==> src/rtl/cam_capture_gen.sv <==
// Camera byte-bus capture into a frame buffer write port.
// Supports RGB565 / YUV422-luma / RAW8 assembly, optional 2:1 decimation and per-frame geometry checks.
module cam_capture_gen #(
    parameter int H_ACTIVE = 320,
    parameter int V_ACTIVE = 240,
    parameter int ADDR_W   = 17,
    parameter int DATA_W   = 16
) (
    input  logic              pclk,
    input  logic              rst_n,
    input  logic              enable,
    input  logic [1:0]        mode,
    input  logic              decim,
    input  logic              vsync,
    input  logic              href,
    input  logic [7:0]        d,
    output logic [ADDR_W-1:0] addr,
    output logic [DATA_W-1:0] dout,
    output logic              we,
    output logic              busy,
    output logic              frame_done,
    output logic [7:0]        frame_count,
    output logic              line_err,
    output logic              frame_err
);

    localparam int BC_W      = $clog2(2 * H_ACTIVE + 2) + 1;
    localparam int AMAX_FULL = H_ACTIVE * V_ACTIVE - 1;
    localparam int AMAX_DEC  = (H_ACTIVE / 2) * (V_ACTIVE / 2) - 1;

    // IDLE: wait vsync high | SYNC: wait vsync fall | ACTIVE: capture | DONE: close frame
    typedef enum logic [1:0] {IDLE, SYNC, ACTIVE, DONE} state_t;
    state_t state;

    logic            vs_s, hr_s, vs_q, hr_q;
    logic [7:0]      d_s, b0;
    logic [1:0]      cap_mode;
    logic            cap_decim;
    logic [BC_W-1:0] bcnt;
    logic [8:0]      line_cnt;

    always_ff @(negedge pclk or negedge rst_n) begin
        if (!rst_n) begin
            vs_s <= 1'b0;
            hr_s <= 1'b0;
            d_s  <= 8'h00;
        end else begin
            vs_s <= vsync;
            hr_s <= href;
            d_s  <= d;
        end
    end

    logic              vs_rise, vs_fall, hr_fall, byte_ok, raw8, pix_done;
    logic              in_line, keep, in_frame;
    logic [BC_W-1:0]   pix_idx, exp_bytes;
    logic [ADDR_W-1:0] addr_max;
    logic [15:0]       pix_val;

    always_comb begin
        vs_rise   = vs_s & ~vs_q;
        vs_fall   = vs_q & ~vs_s;
        hr_fall   = hr_q & ~hr_s;
        byte_ok   = hr_s & ~vs_s;
        raw8      = (cap_mode == 2'd2);
        pix_done  = raw8 | bcnt[0];
        pix_idx   = raw8 ? bcnt : {1'b0, bcnt[BC_W-1:1]};
        exp_bytes = raw8 ? BC_W'(H_ACTIVE) : BC_W'(2 * H_ACTIVE);
        in_line   = pix_idx < BC_W'(H_ACTIVE);
        keep      = ~cap_decim | (~pix_idx[0] & ~line_cnt[0]);
        in_frame  = line_cnt < 9'(V_ACTIVE);
        addr_max  = cap_decim ? ADDR_W'(AMAX_DEC) : ADDR_W'(AMAX_FULL);
        pix_val   = (cap_mode == 2'd0) ? {b0, d_s} : {8'h00, d_s};
    end

    always_ff @(posedge pclk or negedge rst_n) begin
        if (!rst_n) begin
            state       <= IDLE;
            vs_q        <= 1'b0;
            hr_q        <= 1'b0;
            b0          <= 8'h00;
            cap_mode    <= 2'd0;
            cap_decim   <= 1'b0;
            bcnt        <= '0;
            line_cnt    <= '0;
            addr        <= '0;
            dout        <= '0;
            we          <= 1'b0;
            busy        <= 1'b0;
            frame_done  <= 1'b0;
            frame_count <= 8'h00;
            line_err    <= 1'b0;
            frame_err   <= 1'b0;
        end else begin
            vs_q       <= vs_s;
            hr_q       <= hr_s;
            we         <= 1'b0;
            frame_done <= 1'b0;
            // address advances the cycle after each write strobe
            if (we && addr != addr_max)
                addr <= addr + 1'b1;

            case (state)
                IDLE: if (vs_s) state <= SYNC;
                SYNC: begin
                    if (vs_fall) begin
                        if (enable) begin
                            cap_mode  <= (mode == 2'd3) ? 2'd0 : mode;
                            cap_decim <= decim;
                            addr      <= '0;
                            bcnt      <= '0;
                            line_cnt  <= '0;
                            line_err  <= 1'b0;
                            frame_err <= 1'b0;
                            busy      <= 1'b1;
                            state     <= ACTIVE;
                        end else begin
                            state <= IDLE;
                        end
                    end
                end
                ACTIVE: begin
                    if (byte_ok) begin
                        if (!bcnt[0]) b0 <= d_s;
                        if (bcnt != '1) bcnt <= bcnt + 1'b1;
                        if (pix_done && in_line && keep && in_frame) begin
                            we   <= 1'b1;
                            dout <= DATA_W'(pix_val);
                        end
                    end
                    // line-end bookkeeping precedes a coincident frame end
                    if (hr_fall) begin
                        if (bcnt != exp_bytes) line_err <= 1'b1;
                        bcnt <= '0;
                        if (line_cnt != 9'h1FF) line_cnt <= line_cnt + 1'b1;
                    end
                    if (vs_rise) state <= DONE;
                end
                DONE: begin
                    frame_done  <= 1'b1;
                    frame_count <= frame_count + 1'b1;
                    if (line_cnt != 9'(V_ACTIVE)) frame_err <= 1'b1;
                    busy        <= 1'b0;
                    state       <= SYNC;
                end
                default: state <= IDLE;
            endcase
        end
    end

endmodule

==> config.mk <==
export PLATFORM = sky130hd
export DESIGN_NAME = cam_capture_gen
export DESIGN_NICKNAME = d
export VERILOG_FILES = /design/src/rtl/cam_capture_gen.sv
export SDC_FILE = /design/constraint.sdc
export NUM_CORES = 1
export LEC_CHECK = 0
export ABC_AREA = 1
export CAP_MARGIN = 5
export CORE_MARGIN = 2
export CORE_UTILIZATION = 40
export DETAILED_ROUTE_END_ITERATION = 8
export HOLD_SLACK_MARGIN = 0.08
export PLACE_DENSITY_LB_ADDON = 0.08
export SLEW_MARGIN = 20
export SYNTH_ARGS = -nofsm -noshare
export SYNTH_HDL_FRONTEND = slang
export SYNTH_SLANG_ARGS = --single-unit
==> constraint.sdc <==
create_clock -name pclk -period 1.8 [get_ports pclk]
set_clock_uncertainty 0.1 [all_clocks]
set_input_delay 0.18 -clock pclk [delete_from_list [all_inputs] [get_ports pclk]]
set_output_delay 0.18 -clock pclk [all_outputs]
set_load 0.05 [all_outputs]
# After elaboration in Yosys (flattened, before gate mapping)
# Cells that the tools add are included.
dict set report op_classes {
  n_mux 39
  eq_ne 20
  n_reduce_logical 17
  add_sub_neg 4
  bitwise_logic 14
  order_cmp 2
}
# cell n
set ops {}
lappend ops {{17-bit two-way mux} 5}
lappend ops {{11-bit two-way mux} 6}
lappend ops {{9-bit two-way mux} 4}
lappend ops {{11-bit one-hot mux with 2 select lines} 1}
lappend ops {{9-bit one-hot mux with 2 select lines} 1}
lappend ops {{17-bit by 1-bit adder with 17-bit output (second input constant)} 1}
lappend ops {{17-bit != test} 1}
lappend ops {{16-bit two-way mux} 1}
lappend ops {{2-bit != test (second input constant)} 8}
lappend ops {{3-bit AND reduction} 5}
lappend ops {{5-bit AND reduction} 3}
lappend ops {{11-bit by 1-bit adder with 11-bit output (second input constant)} 1}
lappend ops {{11-bit by 9-bit < comparator with 1-bit output (second input constant)} 1}
lappend ops {{1-bit two-way mux} 11}
lappend ops {{11-bit by 10-bit != test with 1-bit output} 1}
lappend ops {{11-bit != test (second input constant)} 1}
lappend ops {{10-bit two-way mux} 1}
lappend ops {{2-bit two-way mux} 5}
lappend ops {{9-bit by 1-bit adder with 9-bit output (second input constant)} 1}
lappend ops {{9-bit by 8-bit < comparator with 1-bit output (second input constant)} 1}
lappend ops {{9-bit by 8-bit != test with 1-bit output (second input constant)} 1}
lappend ops {{9-bit != test (second input constant)} 1}
lappend ops {{8-bit by 1-bit adder with 8-bit output (second input constant)} 1}
lappend ops {{2-bit equality test (second input constant)} 4}
lappend ops {{other kinds (11)} 30}
dict set report totals {
  output_inout_bits 46
  wordCells 115
  regBits 91
}

# Depth between registers and ports, before layout
dict set report logic_depth {
  ltp_word 10
  depth_mapped 13
}

==> results.md <==
- Status: complete, but fails checks
- Failing checks: negative setup slack
- Critical Path Start Type: flop
- DR vias: 3911
- H-tree depth: 3
- Pin count of the biggest net entering global routing: 34
- Final setup vio count: 70
- Fraction of layout cells with a size suffix above 1: 30.7%
- Die W: 110 µm
- Most common cell after layout, fill and taps aside: nand2_1
- Worst-path fanout max: 5
- Syn. warnings: 0
- Critical path capture point type: flop
- Root Buffer Master: clkbuf_8
- 1st-pass router iterations: 4
- Ranking of synthesized cells by area: dfrtp_1 (45%), nand2_1 (11%), dfrtn_1 (5.6%)
- FF-to-FF End: bcnt[10]$_DFFE_PN0P_
- Maximum clock path buffer count: 2
- Yosys top cell area share: 45.1%
- Crit path max-delay cell type: dfrtn_1
- Setup WS pre-CTS: -0.647 ns
- Worst skew pair latency: 0.37 ns
- Syn_area_per_cell: 8.40 µm²
- Area Growth Syn to Fin: 37.9%
- HPWL Detailed: 7720 µm
- Die area: 12100 µm²
- Worst r2r src: vs_s$_DFF_NN0_
- GPL Wtd Cong: 0.883
- Slew Viols, Final: 0
- Worst reg-to-reg path cell count: 10
- Initial Util: 41.3%
- WP data arrival: 2.71 ns
- ANT nets after route: 0
- Routed WL per cell: 13.8 µm
- CP Cell Sequence: inv_2, nand2_2, nand2_2, o21ai_2, nor2_2, nand2_2, o21ai_4, buf_4, nand3_1, nand2_1
- Starting DRT DRC Count: 165
- Netlist cell types: 35
- Mapped cell area: 4490 µm²
- Synth Register Bits: 91
- RSZ-0062 raised after global routing: true
- # fillers: 1002
- VDD IR max: 0.814 mV
- Max Cap Viol: 0
- Syn Inst Count: 535
- Num Clock Sinks: 91
- Final net count: 683
- Final Hold Vio Count: 0
- PD cells: 1190 nW/µm²
- PortBufs: 61
- Vias per cell: 4.88
- Commonest cells after routing, fill and taps aside: nand2_1 (109), dfrtp_1 (79), buf_4 (77), inv_1 (60), nor2_1 (35)
- Grt total ovfl: 0
- Chip height: 110 µm
- Final WS setup: -0.693 ns
- TNS Setup: -37.35 ns
- Leakage: 3.01 nW
- Setup CP Type: flop to flop
- Drt drc: 0
- Fin area: 6200 µm²
- Most frequent CP cell: nand2_2
- Tot Pwr: 7.40 mW
- Mapped Nets: 562
- Worst Max-Slew Pin Slew: 0.498 ns
- Row cnt: 38
- Dpl cell area: 5540 µm²
- TritonCTS clock tree: done
- IO Pins: 62
- Sequential share of the synthesized area: 50.7%
- Cell taking the most area after synthesis: dfrtp_1
- Max incr delay on CP: 0.38 ns
- Hold Crit Class: input pin to async pin
- Antenna Cells: 0
- Global-route wire length before repair: 18400 µm
- Detailed Route WL: 11100 µm
- Initial antenna violation count: 0
- Vias in the first global route: 3939
- WP data required: 2.01 ns
- Final hold slack: 0.168 ns
- Clock transition at path regs: 0.09 ns
- Core Region: 10900 µm²
- GRT Util Overall: 19.7%
- Num CTS Buffers: 9
- Reg2reg setup slack: -0.69 ns
- Slew HR: 66.9%
## cell families (layout without fill, tap and decap cells)
| group | after synthesis | after routing | synth area share (%) |
|---|---|---|---|
| flip-flops | 91 | 91 | 50.7 |
| multiplexers | 1 | 1 | 0.223 |
| AND/OR/NAND/NOR | 245 | 245 | 23.9 |
| AO/OA/AOI/OAI | 87 | 87 | 11.1 |
| XOR/XNOR | 19 | 19 | 3.70 |
| adder cells (fa/ha/maj) | 11 | 11 | 3.06 |
| buffers and inverters | 81 | 207 | 7.38 |
## state kept, by name, indices dropped and copies added (netlist names), 8 cells and up
signal / count
line_cnt: 9
dout: 16
b0: 8
addr: 17
frame_count: 8
d_s: 8
bcnt: 11
## where the power goes
part / switching [mW] / internal [mW]
registers: 0.307 / 2.41
logic: 1.99 / 1.17
clock network: 0.739 / 0.779
## layout make-up
type / count / area [µm²] / share of cell area (%)
flip-flops and latches: 91 / 2280 / 36.8
repair buffers: 122 / 1060 / 17.1
multi-input cells: 363 / 2210 / 35.6
well taps: 140 / 175 / 2.83
clock buffers: 11 / 131 / 2.12
inverters: 69 / 269 / 4.34
clock inverters: 5 / 77.6 / 1.25
## stage by stage
step,std cells,utilization [%]
after floorplan,535,-
after global routing,801,56.9
after global placement,773,50.9
after detailed placement,773,50.9
final,801,56.9
after CTS,802,55.4
## critical path: cells and delay by family (launching register included)
kind	cells	cell delay (ns)
flip-flops	1	0.38
buffers and inverters	2	0.24
AND/OR/NAND/NOR	6	0.53
AO/OA/AOI/OAI	2	0.31
## repair_timing
item	in CTS	in global routing
gates resized for setup	75	55
hold buffers	1	0
cloned	1	0
endpoints found under the setup margin	84	70
pin swaps	14	16
setup buffers	13	1
endpoints found under the hold margin	50	0
## worst max-delay path by stage
stage | cells after the start | to | from
after floorplan | 10 | bcnt[5]$_DFFE_PN0P_ | vs_s$_DFF_NN0_
after global placement | 10 | bcnt[5]$_DFFE_PN0P_ | vs_s$_DFF_NN0_
after detailed placement | 10 | bcnt[7]$_DFFE_PN0P_ | vs_s$_DFF_NN0_
after CTS | 11 | bcnt[9]$_DFFE_PN0P_ | vs_s$_DFF_NN0_
after global routing | 10 | bcnt[10]$_DFFE_PN0P_ | vs_s$_DFF_NN0_
final | 10 | bcnt[10]$_DFFE_PN0P_ | vs_s$_DFF_NN0_
## Yosys cell counts (all sizes together)
master,number
nand2,137
dfrtp,81
inv,69
o21ai,56
nor2,48
nand3,33
a21oi,19
nand4,12
ha,11
xor2,11
dfrtn,10
nor3,10
buf,9
xnor2,8
o31ai,6
o21bai,4
clkbuf,3
nor3b,3
a21o,1
mux2i,1
nand3b,1
o22ai,1
or2,1
## routing by layer
layer | GRT usage [%] | wire [µm] | vias to the layer above
li1 | - | - | 1966
met1 | 26.9 | 5260 | 1862
met2 | 30.9 | 5180 | 66
met3 | 3.94 | 413 | 17
met4 | 7.87 | 216 | 0
met5 | 0 | 0 | -
Power figures use the tool's default switching activity.
